`src/rtl/pattern_det_ctrl.sv`:
```
// pattern_det_ctrl: serialises valid/ready words MSB-first and counts runtime-pattern matches per frame.
// Define PDC_STICKY_EN to add the sticky_clr input and sticky_match output.
module pattern_det_ctrl #(
  parameter int DATA_W = 8,
  parameter int PAT_MAX = 8,
  parameter int CNT_W = 8,
  localparam int LEN_W = $clog2(PAT_MAX + 1),
  localparam int IDX_W = DATA_W > 1 ? $clog2(DATA_W) : 1
) (
  input  logic               clk,
  input  logic               reset,
  input  logic               cfg_we,
  input  logic [PAT_MAX-1:0] cfg_pattern,
  input  logic [LEN_W-1:0]   cfg_len,
  input  logic               cfg_overlap,
  input  logic               in_valid,
  output logic               in_ready,
  input  logic [DATA_W-1:0]  in_data,
  input  logic               in_last,
  output logic               match_pulse,
  output logic [CNT_W-1:0]   match_count,
`ifdef PDC_STICKY_EN
  input  logic               sticky_clr,
  output logic               sticky_match,
`endif
  output logic               done,
  output logic               busy
);
  localparam logic [1:0] IDLE = 2'd0, SHIFT = 2'd1, DONE = 2'd2;
  logic [1:0] state;
  logic [PAT_MAX-1:0] hist, hist_n, pat_q, mask;
  logic [LEN_W-1:0] len_q, seen, seen_n;
  logic [DATA_W-1:0] data_q;
  logic [IDX_W-1:0] idx;
  logic ovl_q, last_q, first_q, hit;
  always_comb begin
    hist_n = (hist << 1) | PAT_MAX'(data_q[idx]);
    seen_n = seen == LEN_W'(PAT_MAX) ? seen : seen + 1'b1;
    mask = ~({PAT_MAX{1'b1}} << len_q);
    hit = state == SHIFT && len_q != '0 && seen_n >= len_q && ((hist_n ^ pat_q) & mask) == '0;
  end
  assign in_ready = state == IDLE;
  assign busy = state != IDLE;
  assign done = state == DONE;
  always_ff @(posedge clk) begin
    if (reset) begin
      state <= IDLE;
      hist <= '0;
      seen <= '0;
      pat_q <= '0;
      len_q <= '0;
      ovl_q <= 1'b0;
      data_q <= '0;
      idx <= '0;
      last_q <= 1'b0;
      first_q <= 1'b1;
      match_pulse <= 1'b0;
      match_count <= '0;
    end else begin
      match_pulse <= hit;
      if (state == IDLE && cfg_we) begin
        pat_q <= cfg_pattern;
        len_q <= cfg_len > LEN_W'(PAT_MAX) ? LEN_W'(PAT_MAX) : cfg_len;
        ovl_q <= cfg_overlap;
      end
      if (state == IDLE && in_valid) begin
        data_q <= in_data;
        last_q <= in_last;
        idx <= IDX_W'(DATA_W - 1);
        state <= SHIFT;
        first_q <= 1'b0;
        if (first_q) match_count <= '0;
      end
      if (state == SHIFT) begin
        hist <= hist_n;
        seen <= hit && !ovl_q ? '0 : seen_n;
        idx <= idx - 1'b1;
        if (idx == '0) state <= last_q ? DONE : IDLE;
        if (hit && match_count != '1) match_count <= match_count + 1'b1;
      end
      if (state == DONE) begin
        hist <= '0;
        seen <= '0;
        first_q <= 1'b1;
        state <= IDLE;
      end
    end
  end
`ifdef PDC_STICKY_EN
  always_ff @(posedge clk) begin
    if (reset) sticky_match <= 1'b0;
    else sticky_match <= hit | (sticky_match & ~sticky_clr);
  end
`endif
endmodule

```
`config.mk`:
```
export PLATFORM = sky130hd
export DESIGN_NAME = pattern_det_ctrl
export DESIGN_NICKNAME = d
export VERILOG_FILES = /design/src/rtl/pattern_det_ctrl.sv
export SDC_FILE = /design/constraint.sdc
export NUM_CORES = 1
export LEC_CHECK = 0
export BUFFER_PORTS_ARGS = -buffer_cell sky130_fd_sc_hd__buf_4
export CAP_MARGIN = 10
export CORE_MARGIN = 1.5
export CORE_UTILIZATION = 38
export CTS_CLUSTER_DIAMETER = 100
export DETAILED_ROUTE_END_ITERATION = 12
export PLACE_DENSITY_LB_ADDON = 0.25
export SLEW_MARGIN = 20
export SYNTH_ARGS = -nofsm -noshare
export SYNTH_HDL_FRONTEND = slang
export SYNTH_SLANG_ARGS = --single-unit
```
`constraint.sdc`:
```
create_clock -name clk -period 6.1 [get_ports clk]
set_clock_uncertainty 0.15 [all_clocks]
set_input_delay 0.61 -clock clk [delete_from_list [all_inputs] [get_ports clk]]
set_output_delay 0.61 -clock clk [all_outputs]
set_load 0.01 [all_outputs]
```
# == After elaboration in Yosys (flattened, before gate mapping) ==
# Index checks and enable logic that the tools add are counted.
# totals
ff_bits,48
input_bits,26
elab_cells,57
# op_classes
add_sub_neg,3
n_lt_le_gt_ge,3
n_eq_ne,4
shift,1
n_mux,15
bitwise,4
n_reduce_logical,15
# ops
operator,count
2-to-1 mux 8 bit,4
2-to-1 mux 4 bit,3
adder 8 x 1 -> 8 bit (second input constant),1
AND 8 bit,1
logical NOT 8 bit,1
2-to-1 mux 2 bit,4
!= test 8 bit (second input constant),1
inverter 8 bit,1
OR 8 x 1 -> 8 bit,1
left shift 8 x 4 -> 8 bit (first input constant),1
bitwise XOR 8 bit,1
logical AND 1 bit,7
2-to-1 mux 3 bit,2
adder 4 x 1 -> 4 bit (second input constant),1
== test 4 bit (second input constant),1
greater-or-equal comparator 4 bit,1
> comparator 4 bit (second input constant),1
< comparator 3 x 4 -> 1 bit (second input constant),1
nonzero test 2 bit,2
nonzero test 4 bit,1
binary-select mux 1 bit (select 3 bit),1
logical NOT 3 bit,1
subtractor 3 x 1 -> 3 bit (second input constant),1
== test 2 x 1 -> 1 bit (second input constant),1
other kinds (5),5

# == Logic depth before layout (Yosys ltp) ==
# Gate-level depths: netlist of run 1.
# depth
ltp_word,10
depth_mapped,12

# == Worst setup path after synthesis of run 1 ==
# OpenSTA, ideal clock, no wires.
# synth_path
kind,reg2reg
startpoint,register seen[0]
endpoint,register match_count[2]
setup_time_ns,0.120
t_arrival_ns,2.690
slack_ns,3.140
stages_incl_launch_ff,13
n_path_buf,1
cell_sequence,dfxtp_1 -> inv_1 -> ha_1 -> and3b_1 -> xnor2_1 -> ha_1 -> nand2b_1 -> a2111oi_0 -> a2111oi_1 -> nand3_4 -> and2_4 -> buf_6 -> a211o_1
# synth_between
elab_chain_len,8
elab_cells_between_ends,9
cone_classes,1 x add/sub; 1 x order compare; 1 x eq/ne; 3 x mux; 3 x reduce/logical
# synth_lines
element,line_no,text
start: declaration,32,"logic [LEN_W-1:0] len_q, seen, seen_n;"
start signal: assignment,76,seen <= hit && !ovl_q ? '0 : seen_n;
adder 4 x 1 -> 4 bit / == test 4 bit (equally long branches),38,seen_n = seen == LEN_W'(PAT_MAX) ? seen : seen + 1'b1;
2-to-1 mux 4 bit *,38,
greater-or-equal comparator 4 bit *,40,hit = state == SHIFT && len_q != '0 && seen_n >= len_q && ((hist_n ^ pat_q) & mask) == '0;
logical AND 1 bit * (2 in a row),40,
logical AND 1 bit *,79,if (hit && match_count != '1) match_count <= match_count + 1'b1;
2-to-1 mux 8 bit *,79,
2-to-1 mux 8 bit *,74,if (state == SHIFT) begin
end signal: assignment,79,
end: declaration,21,"output logic [CNT_W-1:0] match_count,"
# Mark *: on every way between the ends. The rest lies on a longest branch, timed or not.
# A chain may end at the register's enable or synchronous reset.

# == Worst setup path in the final report of run 1 ==
# layout_path
startpoint,register seen[0]
endpoint,register match_count[5]
# The elaborated chain is that of the path after synthesis.

==> results of run 1 <==
sequential cells by signal, summed over array words and instances, names as in the netlist:
name / count
first_q: 1
state: 2
ovl_q: 1
idx: 3
len_q: 4
pat_q: 8
last_q: 1
data_q: 8
hist: 7
match_pulse: 1
seen: 4
match_count: 8
Yosys cell counts (2+ instances only):
| cell type | number | area, sq um |
|---|---|---|
| nor2_1 | 13 | 48.8 |
| o21ai_0 | 8 | 40.0 |
| nand2_1 | 60 | 225 |
| clkbuf_1 | 8 | 30.0 |
| nand3b_1 | 3 | 22.5 |
| and3_1 | 2 | 12.5 |
| and2_1 | 2 | 12.5 |
| xnor2_1 | 14 | 123 |
| dfxtp_1 | 48 | 961 |
| a21oi_1 | 33 | 165 |
| a22o_1 | 2 | 17.5 |
| ha_1 | 9 | 113 |
| nand2b_1 | 2 | 12.5 |
| a211o_1 | 3 | 26.3 |
| buf_1 | 3 | 11.3 |
| nor4b_1 | 6 | 52.6 |
| inv_1 | 8 | 30.0 |
| nor3_1 | 4 | 20.0 |
| a211oi_1 | 3 | 22.5 |
| mux4_1 | 2 | 52.6 |
| nor2b_1 | 2 | 12.5 |
| mux2i_1 | 2 | 20.0 |
| nand3_1 | 10 | 50.1 |
| o31ai_1 | 2 | 15.0 |
power groups by stage:
stage	combinational, mW	clock, mW	sequential (mW)
6_report	0.0992	0.205	0.341
5_1_grt	0.111	0.224	0.344
4_1_cts	0.101	0.208	0.342
3_5_place_dp	0.100	0	0.349
3_3_place_gp	0.0988	0	0.349
2_1_floorplan	0.0721	0	0.345
final cells by class:
| type | instances | area [sq um] | area share (%) |
|---|---|---|---|
| Sequential cell | 48 | 961 | 35.4 |
| Clock buffer | 7 | 96.3 | 3.55 |
| Multi-Input combinational cell | 201 | 1250 | 45.9 |
| Tap cell | 75 | 93.8 | 3.45 |
| Inverter | 9 | 33.8 | 1.24 |
| Timing Repair Buffer | 38 | 285 | 10.5 |
per-layer routing:
metal  global-route usage, %  part of all wire [%]
met1                    20.0                    48
met2                    26.6                    47
met3                    3.82                   3.5
met4                    5.69                   1.2
met5                       0                     0
critical path: stages, from the launching register on:
cell       delay [ns]
dfxtp_1          0.43
inv_1            0.10
ha_1             0.20
and3b_1          0.20
xnor2_1          0.14
ha_1             0.27
nand2b_1         0.09
a2111oi_0        0.08
a2111oi_1        0.57
nand3_4          0.23
and2_4           0.26
a211o_1          0.29
cell families after synthesis:
family          after synthesis  synth area share (%)
xor+xnor                     15                  6.04
buf+inv                      22                  3.97
flops                        48                  41.8
compound gates               60                  15.6
mux                           6                  4.63
fa+ha+maj                     9                  4.90
simple gates                111                  23.1
worst max path at each step:
stage                     cells past startpoint    start             end
after floorplan                              12  seen[0]  match_count[2]
after global placement                       11  seen[0]  match_count[3]
after detailed placement                     11  seen[0]  match_count[5]
after CTS                                    11  seen[0]  match_count[5]
after global routing                         11  seen[0]         seen[3]
final                                        11  seen[0]  match_count[5]
==> key figures, run 1 <==
Status
  • Status: complete, no violations

Timing
  • Fin Setup TNS: 0 ns
  • Fin crit period: 3.11 ns
  • Fin Hold WS: 0.305 ns
  • Post-route setup slack: 2.99 ns
  • F_max: 0.321 GHz
  • Max-slew violations: 0
  • RSZ-0062 raised after global routing: no
  • Worst Tran Pin Value: 0.688 ns
  • Final period utilization: 51.0%
  • Slew Limit Headroom: 54.0%
  • Final hold vios: 0
  • Final setup viols: 0

Drt
  • # DRC: 0
  • Vias post-DR: 1916
  • Drt via density: 5.07
  • Drt total wl: 4800 microns
  • Drt pass-1 iters: 4
  • DRT antenna net count: 0
  • Drt wl/cell: 12.7 microns
  • Starting DRT DRC Count: 91

Pwr
  • Int Power: 474 uW
  • Seq pwr share: 52.9%
  • Peak VDD IR: 124 uV
  • Gate power share: 15.4%
  • Static Leak: 1.07 nW
  • Net Switching: 171 uW
  • Design Power: 645 uW
  • Sw Share: 26.5%
  • Clock network fraction of total power: 31.7%
  • Power density cells: 238 nW/um^2

Placed design
  • DP Worst Slack: 3.02 ns
  • Input/output buffers: 37
  • Placed cell count: 371
  • DP HPWL: 3460 microns
  • Cell Area, Placed: 2620 sq um
  • RePlAce Congestion: 0.813

GRT
  • Via count of the first global-routing pass: 1752
  • Largest net degree at the start of global routing: 41
  • First-pass GRT wire length: 8020 microns
  • Total grt overflow: 0
  • Gr usage total: 15.9%
  • Initial antenna violation count: 0

Floorplanning
  • Io pins: 38
  • Core Area: 5890 sq um
  • Die Ht: 80.8 microns
  • Chip Width: 80.8 microns
  • Initial Util: 39.1%
  • Die area: 6520 sq um
  • Row count: 28

Worst setup path
  • Reg-to-Reg Start: seen[0]
  • Crit Path Max Fanout: 9
  • Worst Path Arrival: 3.16 ns
  • Crit start category: register
  • FF-to-FF setup slack: 2.99 ns
  • Reg-to-Reg End: match_count[5]
  • CP Capture Type: register
  • Register-to-Register Path Depth: 11
  • Data required time of the worst path: 6.15 ns
  • CP Class: reg2reg

Logic synthesis
  • Post-Syn Instances: 271
  • Synthesis-stage register bit count: 48
  • Cell Area, Synth: 2300 sq um
  • Syn nets: 306
  • Synth warn: 0
  • Syn_area_per_cell: 8.48 sq um
  • Post-synthesis sequential area ratio: 41.8%
  • Most common flop cell mapped by yosys: dfxtp_1
  • Post-synth EDFFs: 0
  • Async SR Flop Fraction: 0%
  • Yosys cell types: 46

Worst hold path
  • Worst hold path class: reg2reg
  • Hold endpoint: data_q[4]
  • Hold Path Depth: 2
  • HP Start: data_q[4]

CTS
  • CTS max path bufs: 2
  • Clock root buffer: clkbuf_8
  • CTS tree: done
  • # resized after CTS: 0
  • Cts hold-fix bufs: 0
  • Num CTS Buffers: 5
  • Clock Latency Late Sink: 0.30 ns
  • CTS clk-pin slew, worst paths: 0.09 ns
  • # Post-CTS Setup Buffers: 0
  • Clk sink count: 48
  • H-tree depth: 2

Cells and area
  • Layout Cells excl Fill: 378
  • Share of layout cells above drive strength 1: 16.8%
  • Fillers: 591
  • Commonest cells after routing, fill and taps aside: 60 x nand2_1, 48 x dfxtp_1, 38 x buf_4, 33 x a21oi_1, 14 x xnor2_1
  • Finished Core Util: 46.2%
  • Area growth syn-to-layout: 18.2%
  • Fin nets: 338
  • Most common cell after layout, fill and taps aside: nand2_1
  • Final instance area: 2720 sq um
  • N_diodes: 0

Job
  • Total of max-cap violations: 0
Power figures use the tool's default switching activity.
==> run 2: changes to the inputs <==
==> constraint.sdc (replaced) <==
create_clock -name clk -period 3.2 [get_ports clk]
set_clock_uncertainty 0.15 [all_clocks]
set_input_delay 0.32 -clock clk [delete_from_list [all_inputs] [get_ports clk]]
set_output_delay 0.32 -clock clk [all_outputs]
set_load 0.01 [all_outputs]
==> run 2 against run 1 <==
Via count increased by 1.9%. Sequential power increased by 91%. Critical path depth increased by 1. Setup slack got worse by 2.7 ns. Critical path type unchanged. Sequential cell count unchanged. Non-clock buffer count increased by 2. Critical endpoint unchanged.
==> key figures, run 2 (synthesized netlist as in run 1, its figures left out) <==
Drt
  • Drt via density: 5.14
  • Drt pass-1 iters: 5
  • DRT antenna net count: 0
  • Drt wl/cell: 12.7 microns
  • Vias post-DR: 1953
  • Drt total wl: 4830 microns
  • Starting DRT DRC Count: 103
  • # DRC: 0

Worst setup path
  • Worst Path Arrival: 2.94 ns
  • Max stage delay on crit path: 0.43 ns
  • Crit start category: register
  • Data required time of the worst path: 3.23 ns
  • Crit Path Max Fanout: 9
  • CP Capture Type: register
  • Critical-path cell list: inv_1, ha_1, and3b_1, xnor2_1, ha_1, nand2b_1, a2111oi_0, a2111oi_1, buf_4, nand3_4, and2_4, a211o_1
  • Slowest stage cell, crit path: dfxtp_1
  • CP Class: reg2reg
  • Most Frequent Cell on Critical Path: ha_1

GRT
  • Total grt overflow: 0
  • Gr usage total: 16.4%
  • First-pass GRT wire length: 8270 microns
  • Largest net degree at the start of global routing: 41
  • Via count of the first global-routing pass: 1805
  • Initial antenna violation count: 0

CTS
  • H-tree depth: 2
  • Cts hold-fix bufs: 0
  • Clock root buffer: clkbuf_8
  • # Post-CTS Setup Buffers: 0
  • # resized after CTS: 0
  • CTS max path bufs: 2
  • CTS clk-pin slew, worst paths: 0.08 ns
  • Clk sink count: 48
  • Num CTS Buffers: 5
  • CTS tree: done
  • Clock Latency Late Sink: 0.29 ns

Floorplanning
  • Die Ht: 80.8 microns
  • Io pins: 38
  • Core Area: 5890 sq um
  • Initial Util: 39.1%
  • Row count: 28
  • Chip Width: 80.8 microns
  • Die area: 6520 sq um

Status
  • Status: complete, no violations

Timing
  • F_max: 0.344 GHz
  • Worst Tran Pin Value: 0.503 ns
  • RSZ-0062 raised after global routing: no
  • Max-slew violations: 0
  • Final period utilization: 90.8%
  • Final hold vios: 0
  • Final setup viols: 0
  • Slew Limit Headroom: 66.4%
  • Fin crit period: 2.90 ns
  • Fin Setup TNS: 0 ns
  • Fin Hold WS: 0.113 ns

Cells and area
  • Commonest cells after routing, fill and taps aside: 60 x nand2_1, 48 x dfxtp_1, 40 x buf_4, 33 x a21oi_1, 14 x xnor2_1
  • N_diodes: 0
  • Fin nets: 340
  • Share of layout cells above drive strength 1: 17.0%
  • Most common cell after layout, fill and taps aside: nand2_1
  • Area growth syn-to-layout: 18.0%
  • Final instance area: 2710 sq um
  • Largest registers: data_q (8), match_count (8), pat_q (8)

Placed design
  • Cell Area, Placed: 2640 sq um
  • RePlAce Congestion: 0.832
  • Input/output buffers: 37
  • DP HPWL: 3490 microns

Pwr
  • Power density cells: 437 nW/um^2
  • Static Leak: 1.07 nW
  • Peak VDD IR: 210 uV
  • Design Power: 1.18 mW

Job
  • Total of max-cap violations: 0

Worst hold path
  • Worst hold path class: in2reg
## run 2: area by class of cell
class	instances	area, sq um
Timing Repair Buffer	40	300
Fill cell	597	3170
Inverter	9	33.8
Clock buffer	6	72.6
Sequential cell	48	961
Multi-Input combinational cell	201	1250
Tap cell	75	93.8
Clock inverter	1	5.00
## run 2: path summary, 6_finish.rpt
path	startpoint	end	slack [ns]	cells after the start
max	seen[0]	match_count[5]	0.30	12
min	in_data[5]	data_q[5]	0.11	3
max reg2reg	seen[0]	match_count[5]	0.30	12
min reg2reg	data_q[0]	data_q[0]	0.30	2
## run 2: where the power goes
part	internal [mW]	switching, mW	leakage (nW)
sequential	0.626	0.0247	0.392
clock	0.149	0.187	0.0410
combinational	0.0908	0.107	0.638
total	0.866	0.319	1.07
## run 2: per-stage QoR
stage / setup WS, ns / instances / utilization, %
after CTS: 0.293 / 380 / 46.1
after detailed placement: 0.309 / 373 / 44.8
after floorplan: 0.240 / 271 / -
final: 0.295 / 380 / 46.1
after global routing: 0.103 / 380 / 46.1
after global placement: 0.420 / 373 / 44.8
## run 2: critical path, delay by kind of cell (launching register included)
| family | cells | cell delay [ns] |
|---|---|---|
| compound gates | 3 | 0.67 |
| simple gates | 4 | 0.64 |
| fa+ha+maj | 2 | 0.47 |
| flops | 1 | 0.43 |
| buf+inv | 2 | 0.30 |
| xor+xnor | 1 | 0.14 |
## run 2: layer usage
| metal | GRT usage [%] | wire length (microns) |
|---|---|---|
| met1 | 21.6 | 2350 |
| met2 | 26.8 | 2230 |
| met3 | 3.71 | 182 |
| met4 | 5.00 | 66 |
| met5 | 0 | 0 |
